===== config.mk =====
export PLATFORM = sky130hd
export DESIGN_NAME = piso_tx
export DESIGN_NICKNAME = d
export VERILOG_FILES = /design/src/rtl/piso_tx.sv
export SDC_FILE = /design/constraint.sdc
export NUM_CORES = 1
export LEC_CHECK = 0
export ABC_AREA = 1
export BUFFER_PORTS_ARGS = -buffer_cell sky130_fd_sc_hd__buf_2
export CAP_MARGIN = 20
export CORE_MARGIN = 10
export CORE_UTILIZATION = 54
export DETAILED_ROUTE_END_ITERATION = 12
export PLACE_DENSITY = 0.77
export SLEW_MARGIN = 30
export SYNTH_ARGS = -nofsm -noshare
export SYNTH_HDL_FRONTEND = slang
export SYNTH_SLANG_ARGS = --single-unit

===== constraint.sdc =====
create_clock -name clk -period 1.51 [get_ports clk]
set_clock_uncertainty 0.05 [all_clocks]
set_input_delay 0.151 -clock clk [delete_from_list [all_inputs] [get_ports clk]]
set_output_delay 0.151 -clock clk [all_outputs]
set_load 0.01 [all_outputs]

===== src/rtl/piso_tx.sv =====
// Parallel-in serial-out transmitter: MSB-first frames with ready/valid intake and a done pulse.
// Optional even-parity trailer bit is built when the PISO_PARITY_EN macro is defined.
module piso_tx #(
  parameter int WIDTH = 8
) (
  input  logic             clk,
  input  logic             rst,
  input  logic [WIDTH-1:0] data_in,
  input  logic             valid,
  output logic             ready,
  output logic             so,
  output logic             frame,
  output logic             done
);

  localparam int CW = $clog2(WIDTH + 1);
  localparam logic [CW-1:0] CNT_LAST = CW'(WIDTH - 1);
  localparam logic [CW-1:0] CNT_ONE  = CW'(1);
  localparam logic [CW-1:0] CNT_ZERO = CW'(0);

`ifdef PISO_PARITY_EN
  typedef enum logic [1:0] {IDLE = 2'd0, SHIFT = 2'd1, PAR = 2'd2} state_t;
`else
  typedef enum logic [1:0] {IDLE = 2'd0, SHIFT = 2'd1} state_t;
`endif

  function automatic logic even_parity(input logic [WIDTH-1:0] word);
    return ^word;
  endfunction

  state_t             state_r, state_s;
  logic [WIDTH-1:0]   shreg_r, shreg_s;
  logic [CW-1:0]      cnt_r, cnt_s;
  logic               par_r, par_s;
  logic               so_r, so_s;
  logic               frame_r, frame_s;
  logic               done_r, done_s;
  logic               final_s;
  logic               ready_s;
  logic               accept_s;
  logic               load_s;

  // Final frame cycle: the last data bit, or the parity bit when the trailer is built.
`ifdef PISO_PARITY_EN
  assign final_s = (state_r == PAR);
`else
  assign final_s = (state_r == SHIFT) && (cnt_r == CNT_ZERO);
`endif

  assign ready_s  = !rst && ((state_r == IDLE) || final_s);
  assign accept_s = valid && ready_s;
  assign ready    = ready_s;
  assign so       = so_r;
  assign frame    = frame_r;
  assign done     = done_r;

  // Next-state and next-output logic.
  always_comb begin
    state_s = state_r;
    shreg_s = shreg_r;
    cnt_s   = cnt_r;
    par_s   = par_r;
    so_s    = 1'b0;
    frame_s = 1'b0;
    done_s  = 1'b0;
    load_s  = 1'b0;
    case (state_r)
      IDLE: begin
        if (accept_s) begin
          load_s = 1'b1;
        end else begin
          state_s = IDLE;
        end
      end
      SHIFT: begin
        if (cnt_r > CNT_LAST) begin
          state_s = IDLE;
        end else if (cnt_r != CNT_ZERO) begin
          so_s    = shreg_r[WIDTH-1];
          shreg_s = {shreg_r[WIDTH-2:0], 1'b0};
          cnt_s   = cnt_r - CNT_ONE;
          frame_s = 1'b1;
`ifdef PISO_PARITY_EN
          done_s  = 1'b0;
`else
          done_s  = (cnt_r == CNT_ONE);
`endif
        end else begin
`ifdef PISO_PARITY_EN
          state_s = PAR;
          so_s    = par_r;
          frame_s = 1'b1;
          done_s  = 1'b1;
`else
          if (accept_s) begin
            load_s = 1'b1;
          end else begin
            state_s = IDLE;
          end
`endif
        end
      end
`ifdef PISO_PARITY_EN
      PAR: begin
        if (accept_s) begin
          load_s = 1'b1;
        end else begin
          state_s = IDLE;
        end
      end
`endif
      default: begin
        state_s = IDLE;
      end
    endcase
    // A new word puts its MSB on the line right away; the rest waits in the shifter.
    if (load_s) begin
      state_s = SHIFT;
      shreg_s = {data_in[WIDTH-2:0], 1'b0};
      cnt_s   = CNT_LAST;
      par_s   = even_parity(data_in);
      so_s    = data_in[WIDTH-1];
      frame_s = 1'b1;
      done_s  = 1'b0;
    end else begin
      par_s = par_s;
    end
  end

  // State, datapath and output registers with synchronous reset.
  always_ff @(posedge clk) begin
    if (rst) begin
      state_r <= IDLE;
      shreg_r <= '0;
      cnt_r   <= CNT_ZERO;
      par_r   <= 1'b0;
      so_r    <= 1'b0;
      frame_r <= 1'b0;
      done_r  <= 1'b0;
    end else begin
      state_r <= state_s;
      shreg_r <= shreg_s;
      cnt_r   <= cnt_s;
      par_r   <= par_s;
      so_r    <= so_s;
      frame_r <= frame_s;
      done_r  <= done_s;
    end
  end

endmodule


==> results of run 1 <==
==> routing by layer <==
| layer | track usage | wire length, microns |
|---|---|---|
| met1 | 0.152 | 1040 |
| met2 | 0.178 | 1120 |
| met3 | 0.0412 | 168 |
| met4 | 0.0489 | 17 |
| met5 | 0 | 0 |
==> registers in the layout, summed over array words and instances (netlist names) <==
signal	flops
frame	1
shreg_r	7
so	1
cnt_r	4
state_r	2
done	1
==> final cells by class <==
type / count / area [sq um]
clock buffers: 3 / 22.5
flip-flops and latches: 16 / 324
repair buffers: 31 / 208
multi-input cells: 76 / 541
well taps: 16 / 20.0
inverters: 13 / 48.8
fillers: 118 / 395
==> logic make-up after synthesis <==
group,Yosys count,share of synthesized area
other cells,1,0.00411
buf+inv,18,0.110
fa+ha+maj,3,0.0411
flops,16,0.351
simple gates,56,0.366
compound gates,15,0.129
==> synth_stat cells <==
cell type   n  share of area
nand3_1    10          0.055
buf_6       2          0.025
nand2_2     2          0.014
nand2_1    20          0.082
clkbuf_1    1         0.0041
nor3_2      1          0.011
a21boi_2    1          0.012
ha_1        3          0.041
a21oi_1     3          0.016
nor2_2      2          0.014
o211ai_2    1          0.014
conb_1      1         0.0041
clkbuf_2    1         0.0055
inv_1      13          0.053
nand3_2     7          0.077
o21ai_0     2          0.011
nand3_4     1          0.019
nor2_4      1          0.012
dfxtp_1    16           0.35
nor2_1      4          0.016
nand4_1     6          0.041
nand2_4     2          0.025
o21bai_1    1         0.0082
a21oi_2     7          0.067
buf_12      1          0.022
==> worst min-delay path, stage by stage <==
cell,delay (ps)
buf_2,80
nand3_1,60
o21ai_0,80
==> per-stage QoR <==
stage | total power [mW] | setup WS (ps)
floorplan | 0.572 | 150
global placement | 0.601 | 75.0
detailed placement | 0.605 | -31.1
CTS | 0.873 | 1.10
global route | 0.934 | -38.1
finish | 0.909 | 2.08
==> worst min-delay path by stage <==
stage | slack, ps | start | end
final | 70 | data_in[7] | so$_SDFF_PP0_
after detailed placement | 370 | data_in[7] | so$_SDFF_PP0_
after CTS | 70 | data_in[7] | so$_SDFF_PP0_
after global routing | 90 | data_in[0] | shreg_r[1]$_SDFFE_PP0P_
after global placement | 340 | data_in[7] | so$_SDFF_PP0_
after floorplan | 240 | data_in[7] | so$_SDFF_PP0_
==> power groups by stage <==
stage / sequential (mW) / combinational, mW / clock (mW)
6_report: 0.458 / 0.219 / 0.233
5_1_grt: 0.460 / 0.235 / 0.239
4_1_cts: 0.455 / 0.186 / 0.231
3_5_place_dp: 0.465 / 0.140 / 0
3_3_place_gp: 0.464 / 0.137 / 0
2_1_floorplan: 0.463 / 0.109 / 0
==> what timing repair did <==
| item | in CTS | in global routing |
|---|---|---|
| gates cloned | 0 | 1 |
| gates resized for setup | 9 | 5 |
| endpoints found under the setup margin | 2 | 12 |
| pin swaps | 2 | 3 |
| setup buffers | 8 | 3 |
| hold buffers | 0 | 0 |
==> results.ini, run 1 <==
[floorplanning]
start_util=0.586
fp.coreArea_sq_um=1560
die_h_microns=61.1
num_rows=14
die_x_microns=61.1
boundaryPins=15
die_area_sq_um=3740

[worst_setup_path]
startpoint=cnt_r[0]$_SDFFE_PP0P_
critPathKind=reg -> out
path_cells=inv_2 > ha_4 > nand2_4 > buf_6 > a21boi_4 > buf_6
crit_top_cell=buf_6
cp.arrival_ps=1310
r2r_end=cnt_r[0]$_SDFFE_PP0P_
cp_top_family=flip-flops
r2r-start=cnt_r[0]$_SDFFE_PP0P_
crit_end=ready
required_ps=1310
endpoint_kind=output pin
critPathBufInv=3
cpPeakStageDelay_ps=340
crit_fanout=4
reg2reg_slack_ps=70
cp-start-kind=flop
worstRegToRegCells=9
path_depth=6
worst_path_max_delay_cell=dfxtp_2

[detailed_routing]
vias_per_cell=5.63
wl_microns=2350
drt.antenna.violating_nets=0
drc=0
routedWlPerCell_microns=15.1
dr.first_iter.drc_count=24
dr.pass1.iters=4
num_vias=872

[grt]
grt_pass1_wl_microns=3420
grt.total_usage=0.119
grt_pass1_vias=796
overflow=0
antenna_found_initial=0
grt_max_degree=20

[synthesis]
synth_seq_cells=16
synthDistinctLibCells=25
yosysSeqAreaShare=0.351
synthesis.area_sq_um=913
post_synth_inst_count=109
synth.avg_cell_area_sq_um=8.38
syn_nets=123
synth_warnings=0

[timing]
timing.final.max_slew_violations=0
tns_ps=0
rsz0062_at_grt=yes
hold_violations=0
fin_crit_ps=1510
finalCritPeriodShare=0.999
clock.fmax_mhz=663
hold-worst-slack_ps=69.2
setup_violations=0

[pwr]
power.switching_mw=0.270
power.clock.fraction=0.256
max-vdd-ir-drop_mv=0.604
p_seq_frac=0.503
p_leak_nw=0.570
combPwrFrac=0.241
p_sw_frac=0.297
power_density_nw_per_um2=781
p_int_mw=0.639

[clock_network]
cts.clk_slew.worst_paths_ps=90
numCtsBuffers=3
clock_latency_ps=290
cts_sinks=16
cts_root_buffer=clkbuf_4
htreeDepth=1
tritoncts=yes
clk_path_buf_depth=2

[job]
drv_cap=0

[place]
numPlacedInstances=140
dp_hpwl_microns=1350
placed_area_sq_um=997
io_buffers=14
gp_congestion=0.771

[hold_path]
worstHoldPathCells=3
worstHoldPathType=in -> reg

[cells_and_area]
layout-drive-gt1-share=0.482
diodes=0
layout_commonest_cell=nand2_1
fin_area_sq_um=1160
finalNetCount=155
final_cell_mix=19 x nand2_1, 16 x buf_4, 13 x dfxtp_1, 13 x buf_2, 11 x inv_1
utilization=0.746
final_cell_count_no_fill=155
area_growth_pct=27.4

[status]
run_status=completed

(Power assumes the default switching activity.)
==> run 2: changes to the inputs <==
- CORE_UTILIZATION: 54 -> 57
- CTS_BUF_LIST: unset -> sky130_fd_sc_hd__clkbuf_8
- PLACE_DENSITY: 0.77 -> 0.81
- clock period: 1.51 -> 1.55 ns (I/O delays scaled with it)
==> run 2 against run 1 <==
  * Combinational power decreased by 26%
  * Worst setup slack improved by 53 ps
  * Wire length decreased by 8.7%
  * Sequential cell count unchanged
  * Count of clock-buffer cells in the layout increased by 1
  * Register-to-register slack improved by 50 ps
  * Power increased by 7.9%
  * Largest cell class unchanged
==> results.ini, run 2 (synthesis gave the netlist of run 1 again) <==
[clock_network]
cts.clk_slew.worst_paths_ps=60  ; -30 ps
tritoncts=yes
htreeDepth=1  ; unchanged
numCtsBuffers=3  ; unchanged
cts_root_buffer=clkbuf_8
clock_latency_ps=250  ; -40 ps
clk_path_buf_depth=2  ; unchanged
cts_sinks=16  ; unchanged
ctsHoldBuffers=0  ; unchanged

[detailed_routing]
vias_per_cell=5.55  ; -1.4%
wl_microns=2140  ; -8.7%
routedWlPerCell_microns=14.2  ; -6.2%
dr.first_iter.drc_count=29  ; +21%
num_vias=838  ; -3.9%
drc=0  ; unchanged
dr.pass1.iters=5  ; +1
drt.antenna.violating_nets=0  ; unchanged

[worst_setup_path]
endpoint_kind=output pin
required_ps=1340  ; +30 ps
critPathKind=reg -> out
cp_top_family=flip-flops
path_cells=inv_1 > ha_2 > nand2_4 > a21boi_4 > buf_6
cp.arrival_ps=1290  ; -20 ps
crit_fanout=8  ; +4
cp-start-kind=flop
worst_path_max_delay_cell=dfxtp_2
cpPeakStageDelay_ps=340  ; about the same
critPathBufInv=2  ; -1

[cells_and_area]
largestRegisters=shreg_r: 7 flops, cnt_r: 4 flops, state_r: 2 flops
seq_area_sq_um=323  ; -0.39%
area_growth_pct=23.8
multi_input_area_sq_um=518  ; -4.2%
finalNetCount=150  ; -3.2%
largest_register_ffs=7  ; unchanged
layout_commonest_cell=nand2_1
layout-drive-gt1-share=0.444  ; -0.0376
regMostFlops=shreg_r
final_cell_mix=20 x nand2_1, 14 x dfxtp_1, 13 x buf_2, 12 x inv_1, 12 x buf_4
utilization=0.751  ; +0.00444
diodes=0  ; unchanged
fill_cells=110  ; -6.8%

[floorplanning]
start_util=0.606  ; +0.0204
die_h_microns=60.0  ; -1.8%
boundaryPins=15  ; unchanged
die_area_sq_um=3600  ; -3.6%
num_rows=14  ; unchanged
die_x_microns=60.0  ; -1.8%
fp.coreArea_sq_um=1510  ; -3.4%

[timing]
tns_ps=0  ; unchanged
clock.fmax_mhz=669
timing.final.max_slew_violations=0  ; unchanged
hold_violations=0  ; unchanged
setup_violations=0  ; unchanged
finalCritPeriodShare=0.964
fin_crit_ps=1490
rsz0062_at_grt=no
hold-worst-slack_ps=125  ; +55.6 ps

[place]
io_buffers=14  ; unchanged
dp_hpwl_microns=1480  ; +9.9%
gp_congestion=0.819  ; +6.3%

[grt]
overflow=0  ; unchanged
grt_pass1_wl_microns=3420  ; +0.20%
grt_max_degree=20  ; unchanged
antenna_found_initial=0  ; unchanged
grt.total_usage=0.121  ; +0.00257
grt_pass1_vias=770  ; -3.3%

[pwr]
power_density_nw_per_um2=867  ; +11%
p_leak_nw=0.551  ; -3.4%
max-vdd-ir-drop_mv=0.559  ; -7.4%

[hold_path]
worstHoldPathType=in -> reg

[status]
run_status=completed

[job]
drv_cap=0  ; unchanged

-- run 2: cell types whose count changed in the layout (fill, tap and decap cells not counted), sizes merged --
cell / before / now
buf: 31 / 26
clkbuf: 3 / 4
-- run 2: cell type report --
type                            count  area share
Clock buffer                        4      0.0487
Inverter                           13      0.0431
Multi-Input combinational cell     76       0.458
Sequential cell                    16       0.285
Tap cell                           16      0.0177
Timing Repair Buffer               26       0.147
-- run 2: path summary, 6_finish.rpt --
path,slack (ps),endpoint,from,depth (start not counted)
max,60,ready,cnt_r[0]$_SDFFE_PP0P_,5
min,120,so$_SDFF_PP0_,data_in[7],3
max reg2reg,120,shreg_r[5]$_SDFFE_PP0P_,cnt_r[0]$_SDFFE_PP0P_,8
min reg2reg,430,shreg_r[1]$_SDFFE_PP0P_,shreg_r[1]$_SDFFE_PP0P_,2
-- run 2: repair_timing --
item	CTS	global route
pin swaps	3	0
resized for setup	6	1
gates cloned	0	1
setup endpoints to repair	1	9
setup buffers	1	5
-- run 2: through the flow --
stage                     instance area, sq um  total power, mW  worst slack [ps]  instances
after global routing                      1130             1.02              1.91        151
final                                     1130            0.981              55.5        151
after floorplan                            913            0.557               190        109
after CTS                                 1080            0.966              64.5        145
after global placement                    1000            0.591               103        141
after detailed placement                  1000            0.597              52.7        141
-- run 2: layer usage --
metal	GRT usage	part of all wire	up-vias
li1	-	-	413
met1	0.146	0.43	391
met2	0.193	0.50	30
met3	0.0360	0.062	4
met4	0.0545	0.012	0
met5	0	0	-
-- run 2: tightest hold or removal path, cell delays in order --
cell and delay [ps]:
buf_2 90, nand3_1 80, o21ai_0 70
-- run 2: power by group --
group | switching, mW | total, mW | internal, mW
combinational | 0.0928 | 0.162 | 0.0688
sequential | 0.0157 | 0.446 | 0.430
clock | 0.148 | 0.374 | 0.225
==> run 3: changes to the inputs <==
==> constraint.sdc (replaced) <==
create_clock -name clk -period 1.55 [get_ports clk]
set_clock_uncertainty 0.05 [all_clocks]
set_input_delay 0 -clock clk [delete_from_list [all_inputs] [get_ports clk]]
set_output_delay 0 -clock clk [all_outputs]
set_load 0.01 [all_outputs]
==> run 3 against run 2 <==
  * Via count shrank 2.4%
  * Sequential power is essentially flat
  * Largest power group unchanged
  * Count of clock-buffer cells in the layout is the same
  * Non-clock buffer count is the same
==> results.ini, run 3 (synthesis gave the netlist of run 1 again) <==
[timing]
setup_violations=0  ; unchanged
timing.final.max_slew_violations=0  ; unchanged
hold-worst-slack_ps=60.3  ; -64.5 ps
fin_crit_ps=1510  ; +14.0 ps
hold_violations=0  ; unchanged
clock.fmax_mhz=663  ; -0.93%
finalCritPeriodShare=0.973  ; +0.00901

[cells_and_area]
largestRegisters=shreg_r: 7 flops, cnt_r: 4 flops, state_r: 2 flops
final_cell_count_no_fill=150  ; -0.66%
layout-drive-gt1-share=0.425  ; -0.0191
final_cell_mix=20 x nand2_1, 15 x dfxtp_1, 13 x buf_2, 11 x inv_1, 10 x nand3_1
area_growth_pct=24.5
diodes=0  ; unchanged
layout_commonest_cell=nand2_1
regMostFlops=shreg_r
finalNetCount=149  ; -0.67%
largest_register_ffs=7  ; unchanged

[pwr]
max-vdd-ir-drop_mv=0.691  ; +24%
finalPower_mw=0.992  ; +1.1%
power_density_nw_per_um2=872  ; +0.51%
p_leak_nw=0.553  ; +0.50%

[place]
numPlacedInstances=140  ; -0.71%
io_buffers=14  ; unchanged
dp_hpwl_microns=1400  ; -5.4%
gp_congestion=0.792  ; -3.4%

[detailed_routing]
drt.antenna.violating_nets=0  ; unchanged
dr.pass1.iters=4  ; -1
dr.first_iter.drc_count=23  ; -21%
num_vias=818  ; -2.4%
wl_microns=2260  ; +5.6%
vias_per_cell=5.45  ; -1.7%
routedWlPerCell_microns=15.1  ; +6.4%
drc=0  ; unchanged

[clock_network]
cts.clk_slew.worst_paths_ps=60  ; about the same
htreeDepth=1  ; unchanged
tritoncts=yes
numCtsBuffers=3  ; unchanged
clock_latency_ps=260  ; about the same
clk_path_buf_depth=2  ; unchanged
cts_root_buffer=clkbuf_8
cts_sinks=16  ; unchanged

[worst_setup_path]
required_ps=1680  ; +340 ps
r2r-start=cnt_r[1]$_SDFFE_PP0P_
cp-start-kind=flop
cp.arrival_ps=1640  ; +350 ps
endpoint_kind=flop
startpoint=cnt_r[1]$_SDFFE_PP0P_
crit_fanout=9  ; +1
critPathKind=reg -> reg

[hold_path]
min-delay-start=rst
worstHoldPathType=in -> reg

[floorplanning]
start_util=0.606  ; unchanged
die_x_microns=60.0  ; unchanged
boundaryPins=15  ; unchanged
die_area_sq_um=3600  ; unchanged
fp.coreArea_sq_um=1510  ; unchanged
die_h_microns=60.0  ; unchanged
num_rows=14  ; unchanged

[grt]
grt_busiest_layer=met2
grt_pass1_wl_microns=3280  ; -4.2%
antenna_found_initial=0  ; unchanged
grt_pass1_vias=733  ; -4.8%
grtUsageMet1=0.141  ; -0.00484
overflow=0  ; unchanged
use_met2=0.182  ; -0.0103
grt.total_usage=0.120  ; -0.00127
use_met3=0.0381  ; +0.00212
grt_max_degree=20  ; unchanged

[status]
run_status=completed

[job]
drv_cap=0  ; unchanged

[run 3: changes by cell type in the layout (fill, tap and decap cells not counted)]
| cell | delta |
|---|---|
| nand3_2 | -1 |
| inv_1 | -1 |
| dlygate4sd3_1 | +2 |
| dfxtp_1 | +1 |
| buf_4 | -3 |
| dfxtp_2 | -1 |
| inv_2 | +1 |
| buf_12 | +1 |
[run 3: what timing repair did]
action / CTS / global route
buffers inserted: 0 / 4
endpoints found under the setup margin: 0 / 14
endpoints found under the hold margin: 2 / 0
gates resized for setup: 0 / 7
hold buffers: 2 / 0
[run 3: final timing paths]
check | endpoint | slack, ps | cells after the start
min reg2reg | shreg_r[1]$_SDFFE_PP0P_ | 430 | 2
min | shreg_r[3]$_SDFFE_PP0P_ | 60 | 2
max | shreg_r[4]$_SDFFE_PP0P_ | 40 | 9
max reg2reg | shreg_r[4]$_SDFFE_PP0P_ | 40 | 9
[run 3: critical path, stage by stage (launching register included)]
cell	delay, ps
dfxtp_1	330
inv_2	80
ha_2	190
nand2_4	80
nand2_4	80
nand3_4	110
buf_12	170
nand2_1	70
nand2_1	90
a21oi_2	160
[run 3: cell type report]
class	count	area (sq um)
multi-input cells	75	508
fillers	101	369
flip-flops and latches	16	322
well taps	16	20.0
repair buffers	26	184
clock buffers	4	55.1
inverters	13	48.8
[run 3: where the power goes]
part | leakage, nW | switching (mW) | internal (mW) | total (mW)
clock network | 0.0288 | 0.149 | 0.226 | 0.375
registers | 0.131 | 0.0158 | 0.430 | 0.446
logic | 0.393 | 0.0958 | 0.0746 | 0.170
total | 0.553 | 0.261 | 0.731 | 0.992
[run 3: stage by stage]
step / setup slack (ps) / instance area (sq um) / util / TNS, ps
6_report: 41.6 / 1140 / 0.755 / 0
2_1_floorplan: 190 / 913 / - / 0
3_3_place_gp: 87.7 / 997 / 0.662 / 0
4_1_cts: 2.30 / 1070 / 0.712 / 0
5_1_grt: -17.7 / 1140 / 0.755 / -22.1
3_5_place_dp: 18.4 / 997 / 0.662 / 0
[run 3: routing by layer]
metal	vias up	part of all wire	wire length [microns]
met5	-	0	0
met4	0	0.034	78
met3	8	0.080	182
met2	40	0.48	1080
met1	363	0.41	923
li1	407	-	-
